**config.mk**
```make
export PLATFORM = sky130hd
export DESIGN_NAME = spi_register_target
export DESIGN_NICKNAME = d
export VERILOG_FILES = /design/src/rtl/spi_register_target.sv
export SDC_FILE = /design/constraint.sdc
export NUM_CORES = 1
export LEC_CHECK = 0
export ABC_AREA = 1
export CAP_MARGIN = 15
export CORE_ASPECT_RATIO = 0.7
export CORE_MARGIN = 4
export CORE_UTILIZATION = 30
export DETAILED_ROUTE_END_ITERATION = 10
export SYNTH_ARGS = -nofsm -noshare
export SYNTH_HDL_FRONTEND = slang
export SYNTH_SLANG_ARGS = --single-unit
```
**constraint.sdc**
```tcl
create_clock -name i_clock -period 2.8 [get_ports i_clock]
set_input_delay 0.56 -clock i_clock [delete_from_list [all_inputs] [get_ports i_clock]]
set_output_delay 0.56 -clock i_clock [all_outputs]
set_load 0.01 [all_outputs]
```
**src/rtl/spi_register_target.sv**
```systemverilog
`timescale 1ns/1ps
// SPI target (CPOL=0, CPHA=0) serving 16-bit register frames:
// upper byte {rw, addr[6:0]}, lower byte write data / read data.
// Holds an 8-bit register file readable on-chip and over SPI.
module spi_register_target #(
    parameter int NUM_REGS     = 16,
    parameter int LOCAL_ADDR_W = 4
) (
    input  logic                    i_clock,
    input  logic                    i_reset_n,
    input  logic                    SCLK,
    input  logic                    CS,
    input  logic                    MOSI,
    output logic                    MISO,
    output logic                    o_busy,
    output logic                    o_write_strobe,
    output logic [6:0]              o_write_addr,
    output logic [7:0]              o_write_data,
    output logic                    o_read_strobe,
    output logic                    o_frame_error,
    input  logic [LOCAL_ADDR_W-1:0] i_local_addr,
    output logic [7:0]              o_local_data
);

    localparam logic [7:0] LP_NUM_REGS = 8'(NUM_REGS);

    typedef enum logic [1:0] {
        ST_IDLE,
        ST_ADDR,
        ST_DATA,
        ST_DONE
    } state_t;

    state_t      r_state;
    logic [2:0]  r_sclk_sync;
    logic [2:0]  r_cs_sync;
    logic [1:0]  r_mosi_sync;
    logic [4:0]  r_bit_cnt;
    logic        r_overrun;
    logic [15:0] r_rx_shift;
    logic [7:0]  r_tx_shift;
    logic        r_rw;
    logic [6:0]  r_addr;
    logic        r_miso;
    logic        r_busy;
    logic        r_write_strobe;
    logic [6:0]  r_write_addr;
    logic [7:0]  r_write_data;
    logic        r_read_strobe;
    logic        r_frame_error;
    logic [7:0]  r_local_data;
    logic [7:0]  r_regfile [NUM_REGS];

    logic        w_sclk_rise;
    logic        w_sclk_fall;
    logic        w_cs_fall;
    logic        w_cs_rise;
    logic        w_mosi;
    logic [6:0]  w_rx_addr;
    logic        w_rx_mapped;
    logic        w_lat_mapped;

    // Edge detection on synchroniser stage 2 vs stage 3
    always_comb begin
        w_sclk_rise  = r_sclk_sync[1] & ~r_sclk_sync[2];
        w_sclk_fall  = ~r_sclk_sync[1] & r_sclk_sync[2];
        w_cs_fall    = ~r_cs_sync[1] & r_cs_sync[2];
        w_cs_rise    = r_cs_sync[1] & ~r_cs_sync[2];
        w_mosi       = r_mosi_sync[1];
        w_rx_addr    = {r_rx_shift[5:0], w_mosi};
        w_rx_mapped  = ({1'b0, w_rx_addr} < LP_NUM_REGS);
        w_lat_mapped = ({1'b0, r_addr} < LP_NUM_REGS);
    end

    // Pin synchronisers, preset to the idle bus (SCLK low, CS high)
    always_ff @(posedge i_clock or negedge i_reset_n) begin
        if (!i_reset_n) begin
            r_sclk_sync <= 3'b000;
            r_cs_sync   <= 3'b111;
            r_mosi_sync <= 2'b00;
            r_busy      <= 1'b0;
        end else begin
            r_sclk_sync <= {r_sclk_sync[1:0], SCLK};
            r_cs_sync   <= {r_cs_sync[1:0], CS};
            r_mosi_sync <= {r_mosi_sync[0], MOSI};
            r_busy      <= ~r_cs_sync[1];
        end
    end

    // Frame state machine, shift registers, register file and strobes
    always_ff @(posedge i_clock or negedge i_reset_n) begin
        if (!i_reset_n) begin
            r_state        <= ST_IDLE;
            r_bit_cnt      <= '0;
            r_overrun      <= 1'b0;
            r_rx_shift     <= '0;
            r_tx_shift     <= '0;
            r_rw           <= 1'b0;
            r_addr         <= '0;
            r_miso         <= 1'b0;
            r_write_strobe <= 1'b0;
            r_write_addr   <= '0;
            r_write_data   <= '0;
            r_read_strobe  <= 1'b0;
            r_frame_error  <= 1'b0;
            for (int unsigned i = 0; i < NUM_REGS; i++) begin
                r_regfile[i] <= '0;
            end
        end else begin
            r_write_strobe <= 1'b0;
            r_read_strobe  <= 1'b0;
            r_frame_error  <= 1'b0;
            if (w_cs_fall) begin
                r_state    <= ST_ADDR;
                r_bit_cnt  <= '0;
                r_overrun  <= 1'b0;
                r_rx_shift <= '0;
                r_tx_shift <= '0;
                r_miso     <= 1'b0;
            end else if (w_cs_rise) begin
                // A CS rise with no SCLK activity is a glitch: no write, no error
                if (r_state != ST_IDLE) begin
                    if (r_bit_cnt == 5'd16 && !r_overrun) begin
                        if (!r_rw && w_lat_mapped) begin
                            r_regfile[r_addr[LOCAL_ADDR_W-1:0]] <= r_rx_shift[7:0];
                            r_write_addr   <= r_addr;
                            r_write_data   <= r_rx_shift[7:0];
                            r_write_strobe <= 1'b1;
                        end
                    end else if (r_bit_cnt != 5'd0) begin
                        r_frame_error <= 1'b1;
                    end
                end
                r_state <= ST_IDLE;
                r_miso  <= 1'b0;
            end else if (r_state != ST_IDLE) begin
                if (w_sclk_rise) begin
                    if (r_bit_cnt == 5'd16) begin
                        r_overrun <= 1'b1;
                    end else begin
                        r_bit_cnt  <= r_bit_cnt + 5'd1;
                        r_rx_shift <= {r_rx_shift[14:0], w_mosi};
                        if (r_bit_cnt == 5'd7) begin
                            // Header complete: latch it and preload the read reply
                            r_state <= ST_DATA;
                            r_rw    <= r_rx_shift[6];
                            r_addr  <= w_rx_addr;
                            if (r_rx_shift[6]) begin
                                r_read_strobe <= 1'b1;
                                r_tx_shift    <= w_rx_mapped ?
                                    r_regfile[w_rx_addr[LOCAL_ADDR_W-1:0]] : 8'h00;
                            end else begin
                                r_tx_shift <= 8'h00;
                            end
                        end
                        if (r_bit_cnt == 5'd15) begin
                            r_state <= ST_DONE;
                        end
                    end
                end else if (w_sclk_fall) begin
                    if (r_bit_cnt >= 5'd8 && r_bit_cnt <= 5'd15) begin
                        r_miso     <= r_tx_shift[7];
                        r_tx_shift <= {r_tx_shift[6:0], 1'b0};
                    end else begin
                        r_miso <= 1'b0;
                    end
                end
            end
        end
    end

    // On-chip read port with one cycle of latency
    always_ff @(posedge i_clock or negedge i_reset_n) begin
        if (!i_reset_n) begin
            r_local_data <= '0;
        end else begin
            r_local_data <= r_regfile[i_local_addr];
        end
    end

    assign MISO           = r_miso;
    assign o_busy         = r_busy;
    assign o_write_strobe = r_write_strobe;
    assign o_write_addr   = r_write_addr;
    assign o_write_data   = r_write_data;
    assign o_read_strobe  = r_read_strobe;
    assign o_frame_error  = r_frame_error;
    assign o_local_data   = r_local_data;

endmodule

```
==> flow_metrics.env <==
export IMPL_die_h_um=161
export IMPL_track_usage_pct=16.8
export IMPL_die_x_um=227
export IMPL_tns_ps=0
export IMPL_via_count=8536
export IMPL_cts_tree="done"
export IMPL_synth_nets=1235
export IMPL_drt_iter0_markers=914
export IMPL_relSlewSlack_pct=25.3
export IMPL_reg2reg_slack_ps=440
export IMPL_synth_edf_count=0
export IMPL_route_detailed_drc=0
export IMPL_synth_flop_cell="dfrtp_1"
export IMPL_clk_path_buf_depth=2
export IMPL_p_total_mw=7.08
export IMPL_slew_viol_final=0
export IMPL_max_stage_delay_ps=450
export IMPL_cts_sinks=196
export IMPL_min_path_type="input port to asynchronous set/reset pin"
export IMPL_ys_seq_elements=196
export IMPL_layout_commonest_cell="nand2_1"
export IMPL_utilization_pct=35.0
export IMPL_antenna_found_initial=0
export IMPL_grt_max_degree=56
export IMPL_wl_per_cell_um=18.1
export IMPL_period_needed_ps=2360
export IMPL_period_share_pct=84.2
export IMPL_tightest_slew_ps=1120
export IMPL_maxCapViolations=0
export IMPL_crit_chain="inv_1 -> ha_1 -> nand4_1 -> inv_2 -> nand4_4 -> clkinv_2 -> nand2_1 -> nand2_1 -> o21ai_0"
export IMPL_rows=55
export IMPL_clkTransAtPathRegs_ps=80
export IMPL_drtPass1Iterations=5
export IMPL_syn_area_per_cell_um2=8.25
export IMPL_endpoint_kind="register"
export IMPL_final_cell_mix="284 x nand2_1, 191 x dfrtp_1, 171 x o21ai_0, 105 x inv_1, 84 x a21oi_1"
export IMPL_grt_pass1_vias=7993
export IMPL_fin_skew_ps=14.8
export IMPL_path_max_fanout=16
export IMPL_io_buffers=36
export IMPL_diodes=0
export IMPL_cts_root_buffer="clkbuf_16"
export IMPL_grt_pass1_wl_um=47600
export IMPL_synthesis_instances=1218
export IMPL_numCtsBuffers=17
export IMPL_worstSetupPathType="register to register"
export IMPL_cts_resized=0
export IMPL_post_cts_buffers=0
export IMPL_async_reset_ff_share_pct=100
export IMPL_fmaxAchievable_mhz=424
export IMPL_overflow=0
export IMPL_die_area_um2=36600
export IMPL_cpMostUsedCell="nand2_1"
export IMPL_layout_drive_gt1_share_pct=11.6
export IMPL_crit_arrival_ps=2640
export IMPL_rsz0062_at_grt="no"
export IMPL_critPathSlowestCell="nand2_1"
export IMPL_ant_nets=0
export IMPL_p_per_area_nw_per_um2=618
export IMPL_fin_nets=1236
export IMPL_ctsHtreeMaxLevel=4
export IMPL_ios=37
export IMPL_final_hold_violation_count=0
export IMPL_status="finished, final reports clean"
export IMPL_leakage_nw=5.05
export IMPL_fin_hold_ws_ps=71.4
export IMPL_finalSetupViolCount=0
export IMPL_initial_core_util_pct=30.8
export IMPL_syn_area_um2=10100
export IMPL_viasPerCell=5.15
export IMPL_place_hpwl_um=20000
export IMPL_ys_warn_count=0
export IMPL_postRouteWirelength_um=30100
export IMPL_critPathBufInv=3
export IMPL_hold_buffers=0
export IMPL_start_kind="register"
export IMPL_core_area_um2=32700
export IMPL_synth_cell_types=35
export IMPL_crit_family="simple AND/OR/NAND/NOR gates"
export IMPL_critPathRequiredTime_ps=3090
export IMPL_gp_congestion=0.883
export IMPL_area_delta_synth_final_pct=13.9
export IMPL_irDropWorstVdd_uv=451
export IMPL_ys_seq_area_share_pct=48.8
export IMPL_insertion_delay_ps=450
[path summary, 6_finish.rpt]
kind,start,end,cells past startpoint
min,i_reset_n,o_write_data[6],1
min in group i_clock,r_mosi_sync[0],r_mosi_sync[1],0
max reg2reg,r_bit_cnt[0],r_regfile[39],9
min reg2reg,r_mosi_sync[0],r_mosi_sync[1],0
max in group asynchronous,i_reset_n,r_cs_sync[0],2
max,r_bit_cnt[0],r_regfile[39],9
[per-stage QoR]
| stage | worst slack (ps) | cell area (um2) | instances |
|---|---|---|---|
| 2_1_floorplan | 843 | 10100 | 1218 |
| 3_3_place_gp | 520 | 10800 | 1627 |
| 3_5_place_dp | 482 | 10800 | 1627 |
| 4_1_cts | 467 | 11400 | 1659 |
| 5_1_grt | 228 | 11400 | 1659 |
| 6_report | 443 | 11400 | 1659 |
[report_power, final]
part	total, mW	switching (mW)	internal, mW
Combinational	1.43	1.04	0.386
Clock	2.60	1.12	1.48
Sequential	3.05	0.126	2.93
[worst register-to-register path: stages (launching register included)]
cell and delay (ps):
dfrtp_1 400, inv_1 100, ha_1 200, nand4_1 120
inv_2 100, nand4_4 200, clkinv_2 370, nand2_1 450
nand2_1 150, o21ai_0 100
[flip-flops by register name, summed over array words and instances (netlist names)]
name / cells
MISO: 1
o_busy: 1
o_frame_error: 1
o_local_data: 8
o_read_strobe: 1
o_write_addr: 7
o_write_data: 8
o_write_strobe: 1
r_addr: 7
r_bit_cnt: 5
r_cs_sync: 3
r_mosi_sync: 2
r_overrun: 1
r_regfile: 128
r_rw: 1
r_rx_shift: 8
r_sclk_sync: 3
r_state: 2
r_tx_shift: 8
[Yosys cell counts (2+ instances only)]
cell | instances | area (um2)
nand2_1 | 284 | 1070
dfrtp_1 | 193 | 4830
o21ai_0 | 171 | 856
inv_1 | 105 | 394
a21oi_1 | 84 | 420
nand3_1 | 75 | 375
clkbuf_1 | 59 | 221
o21ai_2 | 52 | 455
o211ai_1 | 42 | 315
nor2_1 | 36 | 135
o21ai_1 | 28 | 140
buf_2 | 12 | 60.1
o22ai_1 | 11 | 68.8
buf_6 | 10 | 113
nand2_4 | 10 | 113
ha_1 | 8 | 100
o221ai_1 | 5 | 43.8
mux2i_1 | 4 | 40.0
nor3_4 | 4 | 65.1
dfstp_2 | 3 | 78.8
nand4_1 | 3 | 18.8
nor3_1 | 3 | 15.0
a31oi_1 | 2 | 12.5
buf_1 | 2 | 7.51
inv_2 | 2 | 7.51
[cell families (layout without fill, tap and decap cells)]
group / after synthesis / in the layout / synth area share (%)
xor+xnor: 1 / 1 / 0.0871
mux: 4 / 4 / 0.398
compound gates: 397 / 397 / 23.2
fa+ha+maj: 8 / 8 / 0.996
flops: 196 / 196 / 48.8
buf+inv: 192 / 206 / 8.24
simple gates: 420 / 420 / 18.3
[metal layers]
metal / share of wire, % / up-vias / track usage [%] / routed length, um
met5: 0 / - / 0 / 0
met3: 7.8 / 41 / 3.76 / 2350
met1: 49 / 4094 / 26.1 / 14800
li1: - / 4088 / - / -
met2: 41 / 313 / 22.9 / 12300
met4: 2.2 / 0 / 4.92 / 669
[cell type report]
| class | instances | area (um2) |
|---|---|---|
| fill | 3292 | 21200 |
| sequential | 196 | 4910 |
| multi-input combinational | 830 | 4320 |
| timing repair buffer | 66 | 657 |
| tap | 427 | 534 |
| clock buffer | 20 | 467 |
| inverter | 108 | 407 |
| clock inverter | 12 | 153 |
Power figures use the tool's default switching activity.
